$ cat config.mk
export PLATFORM = sky130hd
export DESIGN_NAME = ro_sampler
export DESIGN_NICKNAME = d
export VERILOG_FILES = /design/src/rtl/ro_sampler.sv
export SDC_FILE = /design/constraint.sdc
export NUM_CORES = 1
export LEC_CHECK = 0
export ABC_AREA = 1
export CORE_ASPECT_RATIO = 0.7
export CORE_MARGIN = 2
export CORE_UTILIZATION = 40
export DETAILED_ROUTE_END_ITERATION = 7
export GPL_ROUTABILITY_DRIVEN = 0
export SLEW_MARGIN = 10
export SYNTH_ARGS = -nofsm -noshare
export SYNTH_HDL_FRONTEND = slang
export SYNTH_SLANG_ARGS = --single-unit
$ cat constraint.sdc
create_clock -name clk -period 1.88 [get_ports clk]
set_input_delay 0.47 -clock clk [delete_from_list [all_inputs] [get_ports clk]]
set_output_delay 0.47 -clock clk [all_outputs]
set_load 0.005 [all_outputs]
$ cat src/rtl/ro_sampler.sv
// Ring-oscillator post-processing: gates the oscillator, synchronises and strobes its output,
// debiases with a von Neumann extractor, health-tests raw bits and packs words onto valid/ready.
module ro_sampler #(
  parameter int SAMPLE_DIV = 4,
  parameter int OUT_W      = 8,
  parameter int REP_LIMIT  = 16
) (
  input  logic             clk,
  input  logic             rst_n,
  input  logic             enable,
  input  logic             ro_in,
  output logic             ro_activate,
  output logic [OUT_W-1:0] rnd_data,
  output logic             rnd_valid,
  input  logic             rnd_ready,
  output logic             fault
);

  localparam int DIV_W = (SAMPLE_DIV > 1) ? $clog2(SAMPLE_DIV) : 1;
  localparam int PKC_W = $clog2(OUT_W + 1);
  localparam int REP_W = $clog2(REP_LIMIT + 1);

  typedef enum logic {
    VN_EMPTY = 1'b0,
    VN_HOLD  = 1'b1
  } vn_state_t;

  logic             sync1_q, sync1_d;
  logic             sync2_q, sync2_d;
  logic [DIV_W-1:0] div_cnt_q, div_cnt_d;
  vn_state_t        vn_state_q, vn_state_d;
  logic             vn_bit_q, vn_bit_d;
  logic [OUT_W-1:0] pk_q, pk_d;
  logic [PKC_W-1:0] pk_cnt_q, pk_cnt_d;
  logic [REP_W-1:0] rep_cnt_q, rep_cnt_d;
  logic             prev_q, prev_d;
  logic             fault_q, fault_d;
  logic             ro_activate_q, ro_activate_d;
  logic [OUT_W-1:0] rnd_data_q, rnd_data_d;
  logic             rnd_valid_q, rnd_valid_d;

  logic             run;
  logic             strobe;
  logic             emit;
  logic             fault_set;
  logic             pk_full;
  logic             load;
  logic [REP_W-1:0] rep_next;

  always_comb begin
    sync1_d       = ro_in;
    sync2_d       = sync1_q;
    div_cnt_d     = div_cnt_q;
    vn_state_d    = vn_state_q;
    vn_bit_d      = vn_bit_q;
    pk_d          = pk_q;
    pk_cnt_d      = pk_cnt_q;
    rep_cnt_d     = rep_cnt_q;
    prev_d        = prev_q;
    fault_d       = fault_q;
    rnd_data_d    = rnd_data_q;
    rnd_valid_d   = rnd_valid_q;
    strobe        = 1'b0;
    emit          = 1'b0;
    fault_set     = 1'b0;
    rep_next      = rep_cnt_q;

    run           = enable & ~fault_q;
    ro_activate_d = run;

    if (run) begin
      if (div_cnt_q == DIV_W'(SAMPLE_DIV - 1)) begin
        strobe    = 1'b1;
        div_cnt_d = '0;
      end else begin
        div_cnt_d = div_cnt_q + 1'b1;
      end
    end else begin
      div_cnt_d = '0;
    end

    // rep_cnt==0 marks "no previous sample" so the first strobe always starts a fresh run
    if (strobe) begin
      if ((rep_cnt_q != '0) && (sync2_q == prev_q)) begin
        rep_next = rep_cnt_q + 1'b1;
      end else begin
        rep_next = REP_W'(1);
      end
      rep_cnt_d = rep_next;
      prev_d    = sync2_q;
      fault_set = (rep_next == REP_W'(REP_LIMIT));

      case (vn_state_q)
        VN_EMPTY: begin
          vn_bit_d   = sync2_q;
          vn_state_d = VN_HOLD;
        end
        VN_HOLD: begin
          emit       = (vn_bit_q != sync2_q);
          vn_state_d = VN_EMPTY;
        end
        default: vn_state_d = VN_EMPTY;
      endcase
    end

    pk_full = (pk_cnt_q == PKC_W'(OUT_W));
    load    = run & pk_full & (~rnd_valid_q | rnd_ready);

    if (load) begin
      rnd_data_d  = pk_q;
      rnd_valid_d = 1'b1;
      pk_cnt_d    = '0;
    end else if (rnd_valid_q & rnd_ready) begin
      rnd_valid_d = 1'b0;
    end

    // A bit emitted on the load edge starts the next word; stale upper bits shift out later
    if (emit && (load || !pk_full)) begin
      pk_d     = {pk_q[OUT_W-2:0], vn_bit_q};
      pk_cnt_d = load ? PKC_W'(1) : pk_cnt_q + 1'b1;
    end

    if (!run) begin
      vn_state_d = VN_EMPTY;
      pk_d       = '0;
      pk_cnt_d   = '0;
      rep_cnt_d  = '0;
    end

    if (fault_set) begin
      fault_d     = 1'b1;
      rnd_valid_d = 1'b0;
      vn_state_d  = VN_EMPTY;
      pk_d        = '0;
      pk_cnt_d    = '0;
    end
  end

  always_ff @(posedge clk or negedge rst_n) begin
    if (!rst_n) begin
      sync1_q       <= 1'b0;
      sync2_q       <= 1'b0;
      div_cnt_q     <= '0;
      vn_state_q    <= VN_EMPTY;
      vn_bit_q      <= 1'b0;
      pk_q          <= '0;
      pk_cnt_q      <= '0;
      rep_cnt_q     <= '0;
      prev_q        <= 1'b0;
      fault_q       <= 1'b0;
      ro_activate_q <= 1'b0;
      rnd_data_q    <= '0;
      rnd_valid_q   <= 1'b0;
    end else begin
      sync1_q       <= sync1_d;
      sync2_q       <= sync2_d;
      div_cnt_q     <= div_cnt_d;
      vn_state_q    <= vn_state_d;
      vn_bit_q      <= vn_bit_d;
      pk_q          <= pk_d;
      pk_cnt_q      <= pk_cnt_d;
      rep_cnt_q     <= rep_cnt_d;
      prev_q        <= prev_d;
      fault_q       <= fault_d;
      ro_activate_q <= ro_activate_d;
      rnd_data_q    <= rnd_data_d;
      rnd_valid_q   <= rnd_valid_d;
    end
  end

  assign ro_activate = ro_activate_q;
  assign rnd_data    = rnd_data_q;
  assign rnd_valid   = rnd_valid_q;
  assign fault       = fault_q;

endmodule

==> impl_metrics.csv, run 1 <==
group,metric,value,unit
sta,finalMaxSlewViolations,0,
yosys,ys_types,25,
final_layout,drive_above_1_share,16.7,%
placed_design,post-place-ws,-0.336,ns
cts,htree_levels,2,
global_route,grt-ovfl-total,0,
yosys,yosys.area.top_type,"dfrtp_1",
floorplan,die_y,58.4,um
setup_path,path_max_fanout,11,
floorplan,rows,19,
final_layout,antenna_cells,0,
pwr,p_per_area,657,nW/um^2
routing,ant_nets,0,
routing,routed_wl,3530,um
final_layout,final_area,2090,um^2
global_route,grt_pass1_wl,6010,um
cts,path_clk_slew,0.07,ns
final_layout,layout.cells.non_filler,279,
sta,max_freq,553,MHz
routing,drt_pass1_iterations,4,
yosys,synth-seq-cells,35,
sta,min_period_over_period,96.2,%
routing,num_vias,1364,
sta,worst_slew_pin_slew,0.494,ns
routing,drt-vias-per-instance,4.89,
final_layout,syn_to_final_growth,23.6,%
cts,clock_latency,0.28,ns
sta,slew_headroom,67.1,%
sta,finalCriticalPeriod,1.81,ns
setup_path,cp.required,2.05,ns
cts,cts.sinks,35,
global_route,track_usage,16.7,%
floorplan,core,3990,um^2
yosys,yosysTopAreaCellShare,51.7,%
yosys,avgSynthCellArea,8.73,um^2
placed_design,dp_hpwl,2380,um
cts,numCtsBuffers,5,
cts,cts_max_path_buffers,2,
routing,drt_iter0_markers,94,
yosys,yosys_warnings,0,
placed_design,port_buffers,15,
placed_design,dp.cells,269,
cts,ctsRootBufferMaster,"clkbuf_8",
yosys,syn-instance-count,194,
min_path,hold_class,"reg -> reg",
sta,final.setup_skew,0.00537,ns
sta,setup_viol,0,
yosys,seq_area_frac_synth,51.7,%
floorplan,fp.dieW,81.8,um
routing,drc_errors,0,
setup_path,cp-end-kind,"flip-flop",
pwr,p_leak,1.10,nW
setup_path,worstPathArrival,1.98,ns
global_route,grt_max_degree,36,
setup_path,worstSetupPathType,"in -> reg",
cts,cts_tree,"built",
outcome,status,"complete, no violations",
floorplan,io_pins,16,
final_layout,fin_nets,236,
floorplan,die_area,4780,um^2
yosys,netlist_top_cells_area,"dfrtp_1, nand2_1, nand3_1",
floorplan,start_util,42.4,%
placed_design,place_area,1970,um^2
final_layout,fill_cells,368,
global_route,antenna_found_initial,0,
pwr,irDropWorstVdd,0.000388,V
routing,wl_per_cell,12.6,um
sta,hold_viol_final,0,
global_route,grt_pass1_vias,1317,
yosys,syn-cell-area,1690,um^2
setup_path,critical_path.startpoint_type,"primary input",
flow_run,cap_violations,0,
yosys,syn_nets,204,
sta,setup_slack,0.0706,ns
-- Yosys cell counts --
library cell  count
nor2_2            4
nand2_1          52
a21oi_1           5
o21ai_0          10
nand2_2           1
inv_2             3
nor2_1           10
ha_1              5
buf_2             1
nor3_4            1
o21ai_1           4
xor2_1            2
nor3_1            1
nand4_1           6
nand2_4           2
clkbuf_1          1
inv_1            23
o21bai_1          1
xnor2_1           1
nand3_1          19
buf_6             2
dfrtp_1          35
nor2_8            1
nand3_2           3
o22ai_1           1
-- critical path, cell delays in order --
cell             delay (ns)
clkdlybuf4s50_1        0.51
nand2_4                0.11
nor2_8                 0.10
inv_1                  0.08
nor3_4                 0.29
nand2_2                0.23
nand4_1                0.12
nand2_1                0.05
-- cell families after synthesis --
kind of cell	count (synthesis)	share of synthesized area [%]
AO/OA/AOI/OAI	21	6.43
XOR/XNOR	3	1.55
adder cells (fa/ha/maj)	5	3.70
buffers and inverters	30	7.61
flip-flops	35	51.7
AND/OR/NAND/NOR	100	29.0
-- power by group --
group | leakage (nW) | switching [mW] | internal (mW) | total (mW)
Combinational | 0.575 | 0.0179 | 0.0101 | 0.0280
Sequential | 0.469 | 0.00182 | 0.755 | 0.757
Clock | 0.0515 | 0.254 | 0.334 | 0.589
Total | 1.10 | 0.274 | 1.10 | 1.37
-- layout make-up --
| cell class | count | area [um^2] | area share [%] |
|---|---|---|---|
| inverter | 26 | 97.6 | 4.67 |
| timing repair buffer | 28 | 248 | 11.8 |
| sequential | 35 | 876 | 41.9 |
| clock buffer | 8 | 100 | 4.78 |
| multi-input combinational | 130 | 706 | 33.7 |
| tap | 52 | 65.1 | 3.11 |
-- per-stage QoR --
step | hold WS [ns] | util [%] | power [mW] | setup TNS [ns]
after floorplan | 0.174 | - | 0.774 | 0
after global placement | 0.336 | 49.2 | 0.800 | -3.48
after detailed placement | 0.340 | 49.2 | 0.801 | -3.97
after CTS | 0.355 | 51.8 | 1.40 | 0
after global routing | 0.366 | 52.4 | 1.44 | -0.0000324
final | 0.356 | 52.4 | 1.37 | 0
-- worst paths after layout --
kind	startpoint	slack, ns	cells after the start	to
setup / recovery	enable	0.07	8	pk_cnt_q[3]
min in group asynchronous	rst_n	0.61	2	sync1_q
hold / removal	sync1_q	0.36	0	sync2_q
setup reg to reg	rep_cnt_q[0]	0.18	9	pk_cnt_q[3]
max in group asynchronous	rst_n	0.96	2	pk_cnt_q[2]
hold reg to reg	sync1_q	0.36	0	sync2_q
-- routing by layer --
metal	global-route usage [%]	wire, um	share of wire (%)
met3	4.60	135	3.8
met5	0	0	0
met4	6.43	24	0.68
met2	24.4	1610	45
met1	23.7	1760	50
-- what timing repair did --
action	CTS	global route
pin swaps	0	1
gates cloned	0	1
resized for setup	1	2
hold buffers	0	0
buffers inserted	0	1
setup endpoints to repair	11	12
-- sequential cells by signal, summed over array words and instances, names as in the netlist --
| signal | cells |
|---|---|
| sync2_q | 1 |
| vn_bit_q | 1 |
| pk_q | 8 |
| fault | 1 |
| ro_activate | 1 |
| rnd_data | 8 |
| pk_cnt_q | 4 |
| div_cnt_q | 2 |
| sync1_q | 1 |
| prev_q | 1 |
| vn_state_q | 1 |
| rep_cnt_q | 5 |
| rnd_valid | 1 |
-- layout by cell type, fill, tap and decap left out, drive strengths merged --
master,synthesis,layout
clkdlybuf4s50,0,15
a21oi,5,5
xnor2,1,1
o21bai,1,1
nand2,55,56
inv,26,26
nand3,22,22
buf,3,13
nor2,15,15
o21ai,14,14
nor3,2,2
nand4,6,6
o22ai,1,1
ha,5,5
dfrtp,35,35
xor2,2,2
clkbuf,1,8
(Power assumes the default switching activity.)
==> run 2, diff against run 1 <==
- CORE_UTILIZATION: 40 -> 45
- PLACE_DENSITY: not set -> 0.65
==> run 2 against run 1 <==
Against the previous run:
- flip-flop and latch count did not move
- combinational power barely moved
- global-route usage rose by 0.15 points
- clock power fell by 0.8%
- die area fell by 10%
- critical path depth did not move
==> impl_metrics.csv, run 2 (synthesis results as in run 1) <==
group,metric,value,unit
floorplan,io_pins,16,
sta,min_period_over_period,93.9,%
sta,setup_slack,0.115,ns
final_layout,mostFrequentLayoutCells,"nand2_1, dfrtp_1, inv_1, nand3_1, clkdlybuf4s50_1",
cts,cts.sinks,35,
final_layout,postLayoutCoreUtil,58.4,%
global_route,antenna_found_initial,0,
cts,hold_buffers,0,
global_route,grt_max_degree,36,
cts,cts_setup_buffers,0,
placed_design,port_buffers,15,
cts,path_clk_slew,0.06,ns
placed_design,dp_hpwl,2370,um
final_layout,antenna_cells,0,
pwr,p_leak,1.10,nW
routing,wl_per_cell,12.3,um
min_path,holdPathStages,0,
routing,drt_pass1_iterations,4,
final_layout,syn_to_final_growth,22.8,%
cts,cts_max_path_buffers,2,
setup_path,critical_path.startpoint_type,"flip-flop",
sta,max_freq,567,MHz
floorplan,core,3560,um^2
setup_path,worstPathArrival,1.93,ns
sta,rsz0062_at_grt,"no",
cts,cts_tree,"built",
flow_run,cap_violations,0,
placed_design,post-place-ws,-0.373,ns
sta,finalCriticalPeriod,1.76,ns
cts,clock_latency,0.28,ns
min_path,hold_class,"reg -> reg",
cts,numCtsBuffers,5,
floorplan,start_util,47.6,%
sta,final.setup_skew,0.00330,ns
sta,whs,0.359,ns
routing,drt-vias-per-instance,4.89,
final_layout,final_area,2080,um^2
outcome,status,"complete, no violations",
sta,hold_viol_final,0,
final_layout,drive_above_1_share,16.0,%
sta,finalMaxSlewViolations,0,
setup_path,r2r_cells,8,
floorplan,fp.dieW,77.3,um
floorplan,die_y,55.3,um
sta,slew_headroom,64.5,%
pwr,irDropWorstVdd,0.000474,V
global_route,track_usage,16.8,%
setup_path,rrSetupSlack,0.12,ns
floorplan,die_area,4280,um^2
pwr,total_power,1.37,mW
final_layout,fill_cells,338,
sta,worst_slew_pin_slew,0.533,ns
final_layout,layout_commonest_cell,"nand2_1",
routing,drc_errors,0,
global_route,grt_pass1_vias,1281,
routing,num_vias,1344,
setup_path,worstSetupPathType,"reg -> reg",
cts,htree_levels,2,
sta,setup_viol,0,
final_layout,regArea,876,um^2
global_route,grt-ovfl-total,0,
floorplan,rows,18,
global_route,grt_pass1_wl,5730,um
setup_path,cp.required,2.04,ns
routing,routed_wl,3390,um
placed_design,place_area,1960,um^2
setup_path,path_max_fanout,12,
pwr,p_per_area,658,nW/um^2
setup_path,cp-end-kind,"flip-flop",
cts,ctsRootBufferMaster,"clkbuf_8",
final_layout,fin_nets,234,
routing,drt_iter0_markers,69,
routing,ant_nets,0,
final_layout,multi_input_area,711,um^2
## run 2: worst paths after layout
kind                                   start           end
min in group asynchronous              rst_n  rep_cnt_q[1]
max in group asynchronous              rst_n   pk_cnt_q[1]
worst max-delay path            rep_cnt_q[0]       pk_q[5]
worst min register to register       sync1_q       sync2_q
worst min-delay path                 sync1_q       sync2_q
worst max register to register  rep_cnt_q[0]       pk_q[5]
## run 2: stage by stage
| stage | cells | setup TNS (ns) |
|---|---|---|
| after global routing | 275 | 0 |
| after CTS | 274 | 0 |
| after floorplan | 194 | 0 |
| after detailed placement | 266 | -4.49 |
| after global placement | 266 | -3.26 |
| final | 275 | 0 |
## run 2: layout make-up
type,instances,area share [%]
tap,50,3.01
clock buffer,8,4.81
inverter,26,4.69
timing repair buffer,26,11.2
multi-input combinational,130,34.2
sequential,35,42.1
## run 2: timing repair
item,CTS,global route
resized for setup,1,3
setup endpoints to repair,11,3
pin swaps,0,2
cloned,0,1
## run 2: critical path, cell delays in order, from the launching register on
cell and delay, ns:
dfrtp_1 0.42, inv_1 0.09, ha_1 0.22, nand3_1 0.10, nand2_2 0.10, nor3_4 0.32
nand2_4 0.17, nand2_1 0.15, o21ai_1 0.07
## run 2: where the power goes
group	switching (mW)	internal, mW	total [mW]
Sequential	0.00200	0.755	0.757
Combinational	0.0178	0.0101	0.0279
Clock	0.250	0.334	0.584
## run 2: per-layer routing
metal / vias to the layer above / track usage [%] / share of wire, %
met5: - / 0 / 0
met3: 2 / 4.08 / 4.0
li1: 681 / - / -
met1: 641 / 23.3 / 50
met4: 0 / 6.12 / 0.47
met2: 20 / 26.0 / 45
==> run 3, diff against run 2 <==
- SLEW_MARGIN: 10 -> 30
==> results of run 3 <==
No change in the layout: final DEF, timing and power equal those of run 2.
